`src/rtl/rgb_led_pkg.sv`:
```
// Shared types for the LED colour pipeline: HSL->RGB converter states and hue sector codes.
package rgb_led_pkg;

  typedef enum logic [2:0] {
    IDLE   = 3'd0,
    SECT   = 3'd1,
    CHROMA = 3'd2,
    XM     = 3'd3,
    ASSM   = 3'd4,
    SEND   = 3'd5
  } hsl_state_t;

  // Hue sectors, named <channel carrying C>_<channel carrying X>
  localparam logic [2:0] SECT_R_X = 3'd0;
  localparam logic [2:0] SECT_G_R = 3'd1;
  localparam logic [2:0] SECT_G_B = 3'd2;
  localparam logic [2:0] SECT_B_G = 3'd3;
  localparam logic [2:0] SECT_B_R = 3'd4;
  localparam logic [2:0] SECT_R_B = 3'd5;

endpackage

```
`src/rtl/hsl_to_rgb_axi4s.sv`:
```
// Multi-cycle AXI4-Stream stage converting {L,S,H} to {B,G,R}; one word in flight, TID forwarded.
//
// state  | meaning
// IDLE   | i_tready high, waiting for an HSL word
// SECT   | hue sector / fraction, doubled-lightness term
// CHROMA | C = (dL*S) >> W
// XM     | X from sector fraction, m = L - C/2
// ASSM   | sector mux, add m, saturate, load output regs
// SEND   | o_tvalid high, hold until o_tready
module hsl_to_rgb_axi4s
  import rgb_led_pkg::*;
#(
  parameter int COLOR_WIDTH_P   = 8,
  parameter int TID_BIT_WIDTH_P = 1
) (
  input  logic                         clk,
  input  logic                         rst_n,
  input  logic                         axi4s_i_tvalid,
  output logic                         axi4s_i_tready,
  input  logic [3*COLOR_WIDTH_P-1:0]   axi4s_i_tdata,
  input  logic [TID_BIT_WIDTH_P-1:0]   axi4s_i_tid,
  output logic                         axi4s_o_tvalid,
  input  logic                         axi4s_o_tready,
  output logic [3*COLOR_WIDTH_P-1:0]   axi4s_o_tdata,
  output logic [TID_BIT_WIDTH_P-1:0]   axi4s_o_tid
);

  localparam int W = COLOR_WIDTH_P;
  localparam logic [W-1:0] FULL = '1;

  hsl_state_t                  state_q, state_d;
  logic [W-1:0]                h_q, s_q, l_q;
  logic [TID_BIT_WIDTH_P-1:0]  tid_q;
  logic [2:0]                  sector_q;
  logic [W-1:0]                f_q, dl_q, c_q, x_q, m_q;
  logic                        tready_q, tready_d;
  logic                        tvalid_q, tvalid_d;
  logic [3*W-1:0]              tdata_q, tdata_d;
  logic [TID_BIT_WIDTH_P-1:0]  otid_q;

  logic                        accept;
  logic [W+2:0]                h6;
  logic [2:0]                  sector_safe;
  logic [W-1:0]                dl;
  logic [W-1:0]                ff;
  logic [W-1:0]                r_c, g_c, b_c;
  logic [W:0]                  r_sum, g_sum, b_sum;
  logic [W-1:0]                r_sat, g_sat, b_sat;

  assign accept = axi4s_i_tvalid && tready_q;

  assign h6          = (W+3)'(h_q) * (W+3)'(6);
  // h6 < 6*2^W, so sectors 6/7 cannot occur; map them to sector 0 anyway
  assign sector_safe = (h6[W+2:W] > SECT_R_B) ? SECT_R_X : h6[W+2:W];
  // 2*(FULL-L) == 2*~L, and ~L < 2^(W-1) whenever L's MSB is set
  assign dl          = l_q[W-1] ? {~l_q[W-2:0], 1'b0} : {l_q[W-2:0], 1'b0};
  assign ff          = sector_q[0] ? ~f_q : f_q;

  always_comb begin
    state_d = state_q;
    case (state_q)
      IDLE:    if (accept) state_d = SECT;
      SECT:    state_d = CHROMA;
      CHROMA:  state_d = XM;
      XM:      state_d = ASSM;
      ASSM:    state_d = SEND;
      SEND:    if (axi4s_o_tready) state_d = IDLE;
      default: state_d = IDLE;
    endcase
  end

  always_comb begin
    r_c = c_q;
    g_c = x_q;
    b_c = '0;
    case (sector_q)
      SECT_G_R: begin r_c = x_q; g_c = c_q; b_c = '0;  end
      SECT_G_B: begin r_c = '0;  g_c = c_q; b_c = x_q; end
      SECT_B_G: begin r_c = '0;  g_c = x_q; b_c = c_q; end
      SECT_B_R: begin r_c = x_q; g_c = '0;  b_c = c_q; end
      SECT_R_B: begin r_c = c_q; g_c = '0;  b_c = x_q; end
      default:  begin r_c = c_q; g_c = x_q; b_c = '0;  end
    endcase
    r_sum    = {1'b0, r_c} + {1'b0, m_q};
    g_sum    = {1'b0, g_c} + {1'b0, m_q};
    b_sum    = {1'b0, b_c} + {1'b0, m_q};
    r_sat    = r_sum[W] ? FULL : r_sum[W-1:0];
    g_sat    = g_sum[W] ? FULL : g_sum[W-1:0];
    b_sat    = b_sum[W] ? FULL : b_sum[W-1:0];
    tdata_d  = {b_sat, g_sat, r_sat};
    tready_d = (state_d == IDLE);
    tvalid_d = (state_d == SEND);
  end

  always_ff @(posedge clk or negedge rst_n) begin
    if (!rst_n) begin
      state_q  <= IDLE;
      h_q      <= '0;
      s_q      <= '0;
      l_q      <= '0;
      tid_q    <= '0;
      sector_q <= '0;
      f_q      <= '0;
      dl_q     <= '0;
      c_q      <= '0;
      x_q      <= '0;
      m_q      <= '0;
      tready_q <= 1'b0;
      tvalid_q <= 1'b0;
      tdata_q  <= '0;
      otid_q   <= '0;
    end else begin
      state_q  <= state_d;
      tready_q <= tready_d;
      tvalid_q <= tvalid_d;
      if (accept) begin
        h_q   <= axi4s_i_tdata[W-1:0];
        s_q   <= axi4s_i_tdata[2*W-1:W];
        l_q   <= axi4s_i_tdata[3*W-1:2*W];
        tid_q <= axi4s_i_tid;
      end
      case (state_q)
        SECT: begin
          sector_q <= sector_safe;
          f_q      <= h6[W-1:0];
          dl_q     <= dl;
        end
        CHROMA: c_q <= W'(({{W{1'b0}}, dl_q} * {{W{1'b0}}, s_q}) >> W);
        XM: begin
          x_q <= W'(({{W{1'b0}}, c_q} * {{W{1'b0}}, ff}) >> W);
          m_q <= l_q - (c_q >> 1);
        end
        ASSM: begin
          tdata_q <= tdata_d;
          otid_q  <= tid_q;
        end
        default: ;
      endcase
    end
  end

  assign axi4s_i_tready = tready_q;
  assign axi4s_o_tvalid = tvalid_q;
  assign axi4s_o_tdata  = tdata_q;
  assign axi4s_o_tid    = otid_q;

endmodule

```
`config.mk`:
```
export PLATFORM = sky130hd
export DESIGN_NAME = hsl_to_rgb_axi4s
export DESIGN_NICKNAME = d
export VERILOG_FILES = /design/src/rtl/rgb_led_pkg.sv /design/src/rtl/hsl_to_rgb_axi4s.sv
export SDC_FILE = /design/constraint.sdc
export NUM_CORES = 1
export LEC_CHECK = 0
export ABC_AREA = 1
export BUFFER_PORTS_ARGS = -buffer_cell sky130_fd_sc_hd__buf_2
export CORE_MARGIN = 3
export CORE_UTILIZATION = 40
export DETAILED_ROUTE_END_ITERATION = 8
export GPL_ROUTABILITY_DRIVEN = 1
export SYNTH_ARGS = -nofsm -noshare
export SYNTH_HDL_FRONTEND = slang
export SYNTH_SLANG_ARGS = --single-unit
```
`constraint.sdc`:
```
create_clock -name clk -period 7.7 [get_ports clk]
set_input_delay 0.385 -clock clk [delete_from_list [all_inputs] [get_ports clk]]
set_output_delay 0.385 -clock clk [all_outputs]
set_load 0.1 [all_outputs]
```
==> tab_implementation.tex, run 1 <==
\begin{tabular}{lr}
\hline
Metric & Value \\
\hline
\multicolumn{2}{l}{\textbf{Outcome}} \\
Run status & completed \\
\multicolumn{2}{l}{\textbf{Final layout}} \\
Number of non-filler instances in the completed layout & about 1600 \\
Commonest non-fill, non-tap cells in the layout & 280 x sky130\_fd\_sc\_hd\_\_nand2\_1, 233 x sky130\_fd\_sc\_hd\_\_inv\_1, 105 x sky130\_fd\_sc\_hd\_\_ha\_1 \\
Post-route design area & approximately 10000 um\^{}2 \\
Final nets & 1480 \\
Total inserted antenna cells & 0 \\
Fraction of layout cells with a size suffix above 1 & 9.282\% \\
Most frequent standard cell in the layout excluding fill and tap cells & sky130\_fd\_sc\_hd\_\_nand2\_1 \\
Layout overhead on the synthesized area & 8.808\% \\
Final design utilization & 44.31\% \\
\multicolumn{2}{l}{\textbf{Die}} \\
Die H & 160.8 um \\
Horizontal extent of the die & roughly 160 um \\
Area of the core region & 23540 um\^{}2 \\
Die Footprint & $\sim$26000 um\^{}2 \\
Initial Utilization & 40.73\% \\
Top-level port count & 56 \\
Number of placement rows & 56 \\
\multicolumn{2}{l}{\textbf{Timing}} \\
Final hold violation count & 0 \\
Final Cycle Share & 65.16\% \\
Skew final & 0.01336 ns \\
Number of setup violations in the final report & 0 \\
Slew Limit Fails & 0 \\
Final critical-path required period & 5.018 ns \\
RSZ-0062 raised after global routing & no \\
Post-route setup TNS & 0 ns \\
Max Clock Freq & 199.3 MHz \\
Slew of the pin with the lowest slew margin & 0.9666 ns \\
Normalized max-slew margin & 35.21\% \\
\multicolumn{2}{l}{\textbf{GRT}} \\
Wire length of the first global-routing pass & 38720 um \\
Total global routing track utilization & 18.15\% \\
Number of global-route vias before repair & 7977 \\
Total gr overflow & 0 \\
Pin count of the biggest net entering global routing & 50 \\
Initial antenna violation count & 0 \\
\multicolumn{2}{l}{\textbf{Placement}} \\
Post-detailed-placement half-perimeter wirelength & 18150 um \\
Placed inst area & 10130 um\^{}2 \\
Placed instance count & 1585 \\
Number of buffer cells added on primary ports & 55 \\
Last weighted congestion value of the routability-driven placer & around 0.92 \\
\multicolumn{2}{l}{\textbf{Clock network}} \\
Clock-pin slew of the registers on the worst-case setup and hold paths & approximately 0.080 ns \\
Resize count post-CTS & 0 \\
Total of hold buffers inserted after clock tree synthesis & 0 \\
Worst-case clock buffer depth & 2 \\
Postcts setup bufs & 0 \\
Cell at the root of the clock tree & sky130\_fd\_sc\_hd\_\_clkbuf\_16 \\
Number of sinks driven by the clock tree & 96 \\
Number of clock buffers inserted by TritonCTS & 9 \\
Insertion delay to the later sink of the worst-skew pair & 0.36 ns \\
Number of levels in the clock H-tree & 3 \\
TritonCTS clock tree & done \\
\multicolumn{2}{l}{\textbf{Synthesis}} \\
Top area cells in the synthesized netlist & sky130\_fd\_sc\_hd\_\_dfrtp\_1 25\%, sky130\_fd\_sc\_hd\_\_fa\_1 14\%, sky130\_fd\_sc\_hd\_\_ha\_1 14\% \\
Syn Nets & between 1000 and 1500 \\
Number of synthesized register bits & 96 \\
Mean cell area of the mapped netlist & about 7.7 um\^{}2 \\
Number of instances in the synthesized netlist & 1241 \\
Sequential-to-total area share from yosys stat & about 25\% \\
Area share of the largest cell type after synthesis & between 20\% and 30\% \\
Dominant cell type by area after synthesis & sky130\_fd\_sc\_hd\_\_dfrtp\_1 \\
Number of warning messages in the yosys log & 0 \\
Post-synthesis cell type count & 43 \\
Area of the mapped netlist & roughly 9600 um\^{}2 \\
\multicolumn{2}{l}{\textbf{Route}} \\
Via count & 7967 \\
Number of DRC markers after the initial detailed-route iteration & 510 \\
WL per Instance & 14.01 um \\
Total length of routed wires & roughly 22000 um \\
Vias/cell & 4.976 \\
DR DRC count & 0 \\
Number of antenna-violating nets in the routed design & 0 \\
First-pass detailed-route iteration total & 5 \\
\multicolumn{2}{l}{\textbf{Hold path}} \\
Min-delay worst type & in -> async \\
\multicolumn{2}{l}{\textbf{Worst setup path}} \\
Crit Path Class & reg -> reg \\
Worst Path Required & 7.90 ns \\
Maximum fanout encountered on the critical timing path & 21 \\
Data arrival at the endpoint of the critical path & 5.22 ns \\
Startpoint class of the critical path & flip-flop \\
Crit end category & flip-flop \\
\multicolumn{2}{l}{\textbf{Job}} \\
Max capacitance violation total & 0 \\
\hline
\end{tabular}
-- final cells by class --
type                       count  area [um^2]
clock buffer                   9        225.2
clock inverter                 7        73.82
fill                        2447        13110
inverter                     241        904.6
multi-input combinational    871         6127
sequential                    96         2402
tap                          319        399.1
timing repair buffer          58        300.3
-- worst max-delay path, cell delays in order (launching register included) --
cell and delay (ns):
sky130_fd_sc_hd__dfrtp_1 0.76, sky130_fd_sc_hd__xnor2_1 0.37, sky130_fd_sc_hd__or2_2 0.38, sky130_fd_sc_hd__fa_1 0.50, sky130_fd_sc_hd__fa_1 0.49, sky130_fd_sc_hd__inv_1 0.05
sky130_fd_sc_hd__fa_1 0.53, sky130_fd_sc_hd__inv_1 0.05, sky130_fd_sc_hd__fa_1 0.53, sky130_fd_sc_hd__inv_1 0.04, sky130_fd_sc_hd__ha_1 0.31, sky130_fd_sc_hd__a21oi_1 0.28
sky130_fd_sc_hd__o21ai_0 0.14, sky130_fd_sc_hd__a21oi_1 0.19, sky130_fd_sc_hd__nand3b_1 0.09, sky130_fd_sc_hd__nand3_1 0.08, sky130_fd_sc_hd__o21ai_0 0.08
-- kinds of logic after synthesis --
logic type | Yosys count | share of synthesized area, %
and+or+nand+nor | 484 | 21.18
muxes | 17 | 1.997
AOI/OAI and AO/OA | 167 | 9.970
xor gates and xnor gates | 29 | 2.649
DFF | 96 | 25.06
buffers and inverters | 274 | 11.04
adders and majority gates | 174 | 28.11
-- cell usage after synthesis --
cell type,count
sky130_fd_sc_hd__nand2_1,280
sky130_fd_sc_hd__inv_1,233
sky130_fd_sc_hd__ha_1,105
sky130_fd_sc_hd__dfrtp_1,96
sky130_fd_sc_hd__nor2_1,96
sky130_fd_sc_hd__fa_1,69
sky130_fd_sc_hd__nand3_1,62
sky130_fd_sc_hd__a21oi_1,51
sky130_fd_sc_hd__o21ai_0,46
sky130_fd_sc_hd__o22ai_1,25
sky130_fd_sc_hd__xnor2_1,21
sky130_fd_sc_hd__clkbuf_1,18
sky130_fd_sc_hd__mux2_2,17
sky130_fd_sc_hd__nand4_1,13
sky130_fd_sc_hd__a31oi_1,12
sky130_fd_sc_hd__buf_2,12
sky130_fd_sc_hd__or2_2,10
sky130_fd_sc_hd__xor2_1,8
sky130_fd_sc_hd__a21o_1,7
sky130_fd_sc_hd__o21ai_1,7
sky130_fd_sc_hd__nand2_2,5
sky130_fd_sc_hd__clkinv_1,4
sky130_fd_sc_hd__inv_2,4
sky130_fd_sc_hd__o21a_1,4
sky130_fd_sc_hd__o21bai_1,4
sky130_fd_sc_hd__a21oi_2,3
sky130_fd_sc_hd__and2_1,3
sky130_fd_sc_hd__nor3_1,3
sky130_fd_sc_hd__nor4_1,3
sky130_fd_sc_hd__a41oi_1,2
sky130_fd_sc_hd__buf_4,2
sky130_fd_sc_hd__nand3_2,2
sky130_fd_sc_hd__nand3b_1,2
sky130_fd_sc_hd__o211ai_1,2
sky130_fd_sc_hd__o21ai_2,2
sky130_fd_sc_hd__a21boi_0,1
sky130_fd_sc_hd__and3_1,1
sky130_fd_sc_hd__buf_6,1
sky130_fd_sc_hd__nor3_2,1
sky130_fd_sc_hd__nor3_4,1
sky130_fd_sc_hd__nor3b_1,1
sky130_fd_sc_hd__o31ai_1,1
sky130_fd_sc_hd__or3_1,1
-- final timing paths --
check | start | end | depth (start not counted) | slack, ns
max in group asynchronous | rst_n | x_q[7] | 2 | 6.59
hold reg to reg | axi4s_o_tdata[22] | axi4s_o_tdata[22] | 2 | 0.48
min in group clk | axi4s_i_tdata[5] | h_q[5] | 2 | 0.26
hold / removal | rst_n | l_q[5] | 1 | 0.05
setup / recovery | sector_q[0] | x_q[4] | 16 | 2.68
setup reg to reg | sector_q[0] | x_q[4] | 16 | 2.68
-- flip-flops by register name (all words and copies together), names as in the netlist, 3 cells and up --
| register | flops |
|---|---|
| c_q | 8 |
| f_q | 7 |
| h_q | 8 |
| dl_q | 7 |
| state_q | 3 |
| x_q | 8 |
| l_q | 8 |
| axi4s_o_tdata | 24 |
| m_q | 8 |
| s_q | 8 |
| sector_q | 3 |
-- through the flow --
stage / hold WS [ns] / worst slack [ns]
final: 0.05012 / 2.682
after global placement: 0.4539 / 2.855
after CTS: 0.07141 / 2.715
after floorplan: 0.08941 / 3.160
after detailed placement: 0.4651 / 2.718
after global routing: 0.09677 / 2.290
-- routing by layer --
layer | GRT usage, % | vias up | wire, um | part of all wire (%)
met5 | 0 | - | 0 | 0
met3 | 2.579 | 35 | 791 | 3.5
met1 | 25.10 | 3772 | 10900 | 49
li1 | - | 3998 | - | -
met2 | 29.98 | 162 | 10230 | 46
met4 | 4.889 | 0 | 499 | 2.2
Power of run 1 is left out: the tool's default activity adds up to more than one toggle a clock period on the data nets, which glitch-free logic cannot reach.
==> run 2, diff against run 1 <==
--- a/config.mk
+++ b/config.mk
@@ -5,7 +5,7 @@
 export SDC_FILE = /design/constraint.sdc
 export NUM_CORES = 1
 export LEC_CHECK = 0
-export ABC_AREA = 1
+export ABC_AREA = 0
 export BUFFER_PORTS_ARGS = -buffer_cell sky130_fd_sc_hd__buf_2
 export CORE_MARGIN = 3
 export CORE_UTILIZATION = 40
==> constraint.sdc (replaced) <==
create_clock -name clk -period 5.1 [get_ports clk]
set_input_delay 0.255 -clock clk [delete_from_list [all_inputs] [get_ports clk]]
set_output_delay 0.255 -clock clk [all_outputs]
set_load 0.1 [all_outputs]
==> tab_implementation.tex, run 2 <==
\begin{tabular}{lr}
\hline
Metric & Value \\
\hline
\multicolumn{2}{l}{\textbf{Outcome}} \\
Run status & completed \\
\multicolumn{2}{l}{\textbf{Clock network}} \\
Postcts setup bufs & 0 (unchanged) \\
Number of clock buffers inserted by TritonCTS & 9 (unchanged) \\
Cell at the root of the clock tree & sky130\_fd\_sc\_hd\_\_clkbuf\_16 \\
Number of sinks driven by the clock tree & 96 (unchanged) \\
TritonCTS clock tree & done \\
Clock-pin slew of the registers on the worst-case setup and hold paths & 0.07 ns (about the same) \\
Worst-case clock buffer depth & 2 (unchanged) \\
Number of levels in the clock H-tree & 3 (unchanged) \\
Insertion delay to the later sink of the worst-skew pair & 0.36 ns (about the same) \\
\multicolumn{2}{l}{\textbf{GRT}} \\
Number of global-route vias before repair & 7273 (-8.8\%) \\
Wire length of the first global-routing pass & 36570 um (-5.5\%) \\
Total gr overflow & 0 (unchanged) \\
Initial antenna violation count & 0 (unchanged) \\
Pin count of the biggest net entering global routing & 53 (+6.0\%) \\
Total global routing track utilization & 17.27\% (-0.88 points) \\
\multicolumn{2}{l}{\textbf{Die}} \\
Area of the core region & 23050 um\^{}2 (-2.1\%) \\
Initial Utilization & 41.40\% (+0.67 points) \\
Die H & 160.5 um (-0.22\%) \\
Horizontal extent of the die & 160.5 um (-0.22\%) \\
Top-level port count & 56 (unchanged) \\
Die Footprint & 25750 um\^{}2 (-0.43\%) \\
Number of placement rows & 55 (-1.8\%) \\
\multicolumn{2}{l}{\textbf{Route}} \\
DR DRC count & 0 (unchanged) \\
First-pass detailed-route iteration total & 4 (-1) \\
Vias/cell & 5.120 (+2.9\%) \\
Via count & 7194 (-9.7\%) \\
WL per Instance & 15.16 um (+8.2\%) \\
Number of antenna-violating nets in the routed design & 0 (unchanged) \\
Total length of routed wires & 21290 um (-5.0\%) \\
Number of DRC markers after the initial detailed-route iteration & 341 (-33\%) \\
\multicolumn{2}{l}{\textbf{Timing}} \\
Normalized max-slew margin & 36.86\% (+1.7 points) \\
Max Clock Freq & 210.2 MHz (+5.5\%) \\
Number of setup violations in the final report & 0 (unchanged) \\
Skew final & 0.01140 ns (-0.001966 ns) \\
Slew Limit Fails & 0 (unchanged) \\
Final hold violation count & 0 (unchanged) \\
Final Cycle Share & 93.29\% (+28 points) \\
Final critical-path required period & 4.758 ns (-0.2600 ns) \\
Slew of the pin with the lowest slew margin & 0.9471 ns (-0.01954 ns) \\
Post-route setup TNS & 0 ns (unchanged) \\
Fin worst setup slack & 0.3424 ns (-2.340 ns) \\
RSZ-0062 raised after global routing & no \\
\multicolumn{2}{l}{\textbf{Worst setup path}} \\
Startpoint class of the critical path & flip-flop \\
Maximum fanout encountered on the critical timing path & 7 (-67\%) \\
Crit end category & flip-flop \\
Worst Path Required & 5.30 ns (-2.60 ns) \\
Crit Path Class & reg -> reg \\
Most frequent cell on the critical path & sky130\_fd\_sc\_hd\_\_fa\_1 \\
Data arrival at the endpoint of the critical path & 4.96 ns (-0.26 ns) \\
Largest stage delay, worst path & 0.55 ns (-0.21 ns) \\
Slowest stage cell on the critical path & sky130\_fd\_sc\_hd\_\_fa\_1 \\
Critical-path cell list & xor2\_1 -> and2\_1 -> fa\_1 -> fa\_1 -> fa\_1 -> inv\_1 -> fa\_1 -> inv\_1 -> ha\_1 -> a21o\_1 -> a21oi\_1 -> o22ai\_1 -> a221oi\_1 -> xor2\_1 -> o21ai\_0 \\
\multicolumn{2}{l}{\textbf{Final layout}} \\
Final nets & 1290 (-13\%) \\
Fraction of layout cells with a size suffix above 1 & 13.19\% (+3.9 points) \\
Total inserted antenna cells & 0 (unchanged) \\
Flip-flop count of the largest register after layout & 24 (unchanged) \\
Multi-input gate area in the final layout & 6568 um\^{}2 (+7.2\%) \\
Number of inserted filler cells in the final layout & 2252 (-8.0\%) \\
Most frequent standard cell in the layout excluding fill and tap cells & sky130\_fd\_sc\_hd\_\_inv\_1 \\
Register Area & 2404 um\^{}2 (about the same) \\
Commonest non-fill, non-tap cells in the layout & 115 x sky130\_fd\_sc\_hd\_\_inv\_1, 105 x sky130\_fd\_sc\_hd\_\_ha\_1, 104 x sky130\_fd\_sc\_hd\_\_nand2\_1 \\
Layout overhead on the synthesized area & 10.75\% \\
\multicolumn{2}{l}{\textbf{Synthesis}} \\
XOR/XNOR share of the synthesized area & 4.680\% (+2.0 points) \\
Number of instances in the synthesized netlist & 1036 (-17\%) \\
Top area cells in the synthesized netlist & sky130\_fd\_sc\_hd\_\_dfrtp\_1 25\%, sky130\_fd\_sc\_hd\_\_fa\_1 14\%, sky130\_fd\_sc\_hd\_\_ha\_1 14\% \\
Most numerous cell types in the synthesized netlist & 115 x sky130\_fd\_sc\_hd\_\_inv\_1, 105 x sky130\_fd\_sc\_hd\_\_ha\_1, 104 x sky130\_fd\_sc\_hd\_\_nand2\_1 \\
Cell with the most instances after synthesis & sky130\_fd\_sc\_hd\_\_inv\_1 \\
Number of warning messages in the yosys log & 0 (unchanged) \\
Share of synthesized cell area in full adder, half adder and majority cells & 28.24\% (+0.13 points) \\
Post-synthesis cell type count & 59 (+37\%) \\
Dominant cell type by area after synthesis & sky130\_fd\_sc\_hd\_\_dfrtp\_1 \\
Area of the mapped netlist & 9544 um\^{}2 (-0.46\%) \\
Syn Nets & 1239 (-14\%) \\
Multiplexer area fraction after synthesis & 4.733\% (+2.7 points) \\
Post-synthesis compound-gate area fraction & 15.22\% (+5.3 points) \\
Area share of the largest cell type after synthesis & 25.17\% (+0.11 points) \\
Post-synth ARST share & 100.0\% (unchanged) \\
Commonest register cell after synthesis & sky130\_fd\_sc\_hd\_\_dfrtp\_1 \\
Post-synthesis simple-gate area fraction & 15.68\% (-5.5 points) \\
Sequential-to-total area share from yosys stat & 25.17\% (+0.11 points) \\
Number of synthesized register bits & 96 (unchanged) \\
Post-synth EDFFs & 0 (unchanged) \\
Mean cell area of the mapped netlist & 9.213 um\^{}2 (+19\%) \\
Dominant combinational cell family by area after synthesis & adder cells \\
\multicolumn{2}{l}{\textbf{Placement}} \\
Post-detailed-placement half-perimeter wirelength & 17090 um (-5.8\%) \\
Last weighted congestion value of the routability-driven placer & 0.8759 (-4.4\%) \\
Number of buffer cells added on primary ports & 55 (unchanged) \\
DP Worst Slack & 0.2308 ns (-2.487 ns) \\
\multicolumn{2}{l}{\textbf{Job}} \\
Max capacitance violation total & 0 (unchanged) \\
\multicolumn{2}{l}{\textbf{Hold path}} \\
Min-delay worst type & in -> reg \\
\hline
\end{tabular}
==> run 2: layout make-up <==
type	instances	area share [%]
Clock inverter	4	0.4853
Multi-Input combinational cell	785	62.13
Tap cell	313	3.705
Timing Repair Buffer	80	4.427
Inverter	115	4.084
Sequential cell	96	22.74
Clock buffer	12	2.427
==> run 2: cell families (layout without fill, tap and decap cells) <==
family	Yosys count	in the layout
AOI/OAI and AO/OA	224	224
xor gates and xnor gates	51	51
adders and majority gates	174	174
buffers and inverters	155	211
DFF	96	96
muxes	41	41
and+or+nand+nor	295	295
==> run 2: through the flow <==
step	cells	instance area, um^2	util [%]	hold WS, ns
global placement	1388	10230	44.37	0.3006
global route	1405	10570	45.85	0.1132
finish	1405	10570	45.85	0.1242
CTS	1405	10550	45.75	0.1111
floorplan	1036	9544	-	-0.04059
detailed placement	1388	10230	44.37	0.2964
==> run 2: routing by layer <==
| layer | vias to the layer above | GRT usage, % | routed length (um) |
|---|---|---|---|
| met5 | - | 0 | 0 |
| met4 | 0 | 4.300 | 311 |
| met3 | 21 | 2.270 | 628 |
| met2 | 104 | 28.88 | 9878 |
| met1 | 3448 | 23.75 | 10480 |
| li1 | 3621 | - | - |
==> run 2: what timing repair did <==
action,CTS,global route
endpoints found under the setup margin,0,2
hold buffers,1,0
resized for setup,0,4
hold endpoints to repair,44,0
==> run 2: worst paths after layout <==
| path | startpoint | cells after the start | slack [ns] | to |
|---|---|---|---|---|
| min reg2reg | axi4s_o_tdata[18] | 2 | 0.48 | axi4s_o_tdata[18] |
| max in group asynchronous | rst_n | 3 | 3.54 | sector_q[0] |
| min in group asynchronous | rst_n | 2 | 0.43 | axi4s_o_tdata[2] |
| max reg2reg | sector_q[0] | 15 | 0.34 | x_q[6] |
| max | sector_q[0] | 15 | 0.34 | x_q[6] |
| min | axi4s_i_tdata[13] | 2 | 0.12 | s_q[5] |
==> run 2: worst max-delay path, delay by kind of cell, from the launching register on <==
family | cells | cell delay (ns)
AOI/OAI and AO/OA | 5 | 0.97
xor gates and xnor gates | 2 | 0.47
and+or+nand+nor | 1 | 0.20
buffers and inverters | 2 | 0.09
DFF | 1 | 0.50
adders and majority gates | 5 | 2.38
Power of run 2 is left out for the same reason.
==> run 3, diff against run 2 <==
--- a/config.mk
+++ b/config.mk
@@ -11,6 +11,8 @@
 export CORE_UTILIZATION = 40
 export DETAILED_ROUTE_END_ITERATION = 8
 export GPL_ROUTABILITY_DRIVEN = 1
+export RECOVER_POWER = 50
+export SKIP_LAST_GASP = 1
 export SYNTH_ARGS = -nofsm -noshare
 export SYNTH_HDL_FRONTEND = slang
 export SYNTH_SLANG_ARGS = --single-unit
==> tab_implementation.tex, run 3 (same netlist as run 2, synthesis figures left out) <==
\begin{tabular}{lr}
\hline
Metric & Value \\
\hline
\multicolumn{2}{l}{\textbf{Outcome}} \\
Violated checks & capacitance limit, slew limit \\
Run status & complete, but fails checks \\
\multicolumn{2}{l}{\textbf{Worst setup path}} \\
Most frequent cell on the critical path & sky130\_fd\_sc\_hd\_\_fa\_1 \\
Critical-path cell list & xor2\_1 -> and2\_1 -> fa\_1 -> fa\_1 -> fa\_1 -> inv\_1 -> fa\_1 -> inv\_1 -> ha\_1 -> a21o\_1 -> a21oi\_1 -> o22ai\_1 -> a221oi\_1 -> xor2\_1 -> o21ai\_0 \\
Worst Path Required & 5.30 ns (about the same) \\
Slowest stage cell on the critical path & sky130\_fd\_sc\_hd\_\_fa\_1 \\
Data arrival at the endpoint of the critical path & 4.96 ns (about the same) \\
Crit end category & flip-flop \\
Largest stage delay, worst path & 0.55 ns (about the same) \\
CP top delay family & adder cells \\
Startpoint class of the critical path & flip-flop \\
Worst Path Buf+Inv & 2 (unchanged) \\
Maximum fanout encountered on the critical timing path & 7 (unchanged) \\
Crit Path Class & reg -> reg \\
\multicolumn{2}{l}{\textbf{Clock network}} \\
Number of levels in the clock H-tree & 3 (unchanged) \\
Number of clock buffers inserted by TritonCTS & 9 (unchanged) \\
Insertion delay to the later sink of the worst-skew pair & 0.36 ns (about the same) \\
Number of sinks driven by the clock tree & 96 (unchanged) \\
Clock-pin slew of the registers on the worst-case setup and hold paths & 0.07 ns (about the same) \\
Worst-case clock buffer depth & 2 (unchanged) \\
Cell at the root of the clock tree & sky130\_fd\_sc\_hd\_\_clkbuf\_16 \\
TritonCTS clock tree & done \\
\multicolumn{2}{l}{\textbf{Final layout}} \\
Total inserted antenna cells & 0 (unchanged) \\
Final nets & 1290 (unchanged) \\
Layout overhead on the synthesized area & 10.26\% \\
Commonest non-fill, non-tap cells in the layout & 115 x sky130\_fd\_sc\_hd\_\_inv\_1, 105 x sky130\_fd\_sc\_hd\_\_ha\_1, 104 x sky130\_fd\_sc\_hd\_\_nand2\_1 \\
Most frequent standard cell in the layout excluding fill and tap cells & sky130\_fd\_sc\_hd\_\_inv\_1 \\
Fraction of layout cells with a size suffix above 1 & 10.35\% (-2.8 points) \\
Final design utilization & 45.65\% (-0.20 points) \\
Flip-flop count of the largest register after layout & 24 (unchanged) \\
\multicolumn{2}{l}{\textbf{Timing}} \\
Post-route setup TNS & 0 ns (unchanged) \\
Final critical-path required period & 4.759 ns (+0.001027 ns) \\
RSZ-0062 raised after global routing & no \\
Final Cycle Share & 93.31\% (about the same) \\
Normalized max-slew margin & -59.79\% (-97 points) \\
Slew Limit Fails & 46 (+46) \\
Min Hold Slack & 0.1239 ns (-0.0002590 ns) \\
Max Clock Freq & 210.1 MHz (about the same) \\
Skew final & 0.01109 ns (-0.0003067 ns) \\
Final hold violation count & 0 (unchanged) \\
Slew of the pin with the lowest slew margin & 2.397 ns (+1.450 ns) \\
Number of setup violations in the final report & 0 (unchanged) \\
\multicolumn{2}{l}{\textbf{Die}} \\
Top-level port count & 56 (unchanged) \\
Area of the core region & 23050 um\^{}2 (unchanged) \\
Die H & 160.5 um (unchanged) \\
Number of placement rows & 55 (unchanged) \\
Die Footprint & 25750 um\^{}2 (unchanged) \\
Horizontal extent of the die & 160.5 um (unchanged) \\
Initial Utilization & 41.40\% (unchanged) \\
\multicolumn{2}{l}{\textbf{GRT}} \\
Initial antenna violation count & 0 (unchanged) \\
Total gr overflow & 0 (unchanged) \\
Total global routing track utilization & 17.27\% (unchanged) \\
Wire length of the first global-routing pass & 36570 um (unchanged) \\
Pin count of the biggest net entering global routing & 53 (unchanged) \\
Number of global-route vias before repair & 7273 (unchanged) \\
\multicolumn{2}{l}{\textbf{Route}} \\
First-pass detailed-route iteration total & 4 (unchanged) \\
Total length of routed wires & 21340 um (+0.23\%) \\
Number of antenna-violating nets in the routed design & 0 (unchanged) \\
WL per Instance & 15.19 um (+0.23\%) \\
DR DRC count & 0 (unchanged) \\
Vias/cell & 5.134 (+0.26\%) \\
Number of DRC markers after the initial detailed-route iteration & 344 (+0.88\%) \\
Via count & 7213 (+0.26\%) \\
\multicolumn{2}{l}{\textbf{Placement}} \\
Post-detailed-placement half-perimeter wirelength & 17090 um (unchanged) \\
Number of buffer cells added on primary ports & 55 (unchanged) \\
Last weighted congestion value of the routability-driven placer & 0.8759 (unchanged) \\
\multicolumn{2}{l}{\textbf{Job}} \\
Max capacitance violation total & 1 (+1) \\
\multicolumn{2}{l}{\textbf{Hold path}} \\
Min-delay worst type & in -> reg \\
\hline
\end{tabular}
[run 3: path summary, 6_finish.rpt]
kind	startpoint	end	slack, ns	depth (start not counted)
setup / recovery	sector_q[0]	x_q[6]	0.34	15
hold / removal	axi4s_i_tdata[9]	s_q[1]	0.12	2
setup reg to reg	sector_q[0]	x_q[6]	0.34	15
hold reg to reg	axi4s_o_tdata[18]	axi4s_o_tdata[18]	0.48	2
max in group asynchronous	rst_n	sector_q[0]	1.54	3
min in group asynchronous	rst_n	axi4s_o_tdata[2]	1.17	2
[run 3: stage by stage]
stage | setup slack (ns) | area [um^2] | instances
after floorplan | 0.4599 | 9544 | 1036
after global placement | 0.3500 | 10230 | 1388
after detailed placement | 0.2308 | 10230 | 1388
after CTS | 0.2251 | 10550 | 1405
after global routing | 0.05602 | 10520 | 1405
final | 0.3414 | 10520 | 1405
[run 3: layout make-up]
type	instances	area, um^2
Fill cell	2281	12530
Sequential cell	96	2404
Multi-Input combinational cell	785	6565
Clock buffer	12	256.5
Tap cell	313	391.6
Clock inverter	4	51.30
Timing Repair Buffer	80	424.2
Inverter	115	431.7
[run 3: what timing repair did]
item / CTS / global route
gates resized for setup: 0 / 4
setup endpoints to repair: 0 / 2
setup buffers: 0 / 0
hold buffers: 1 / 0
endpoints found under the hold margin: 44 / 0
[run 3: metal layers]
metal	vias up	wire [um]	GRT usage, %
li1	3623	-	-
met1	3460	10520	23.75
met2	108	9923	28.88
met3	22	587	2.270
met4	0	317	4.300
met5	-	0	0
Power of run 3 is left out for the same reason.
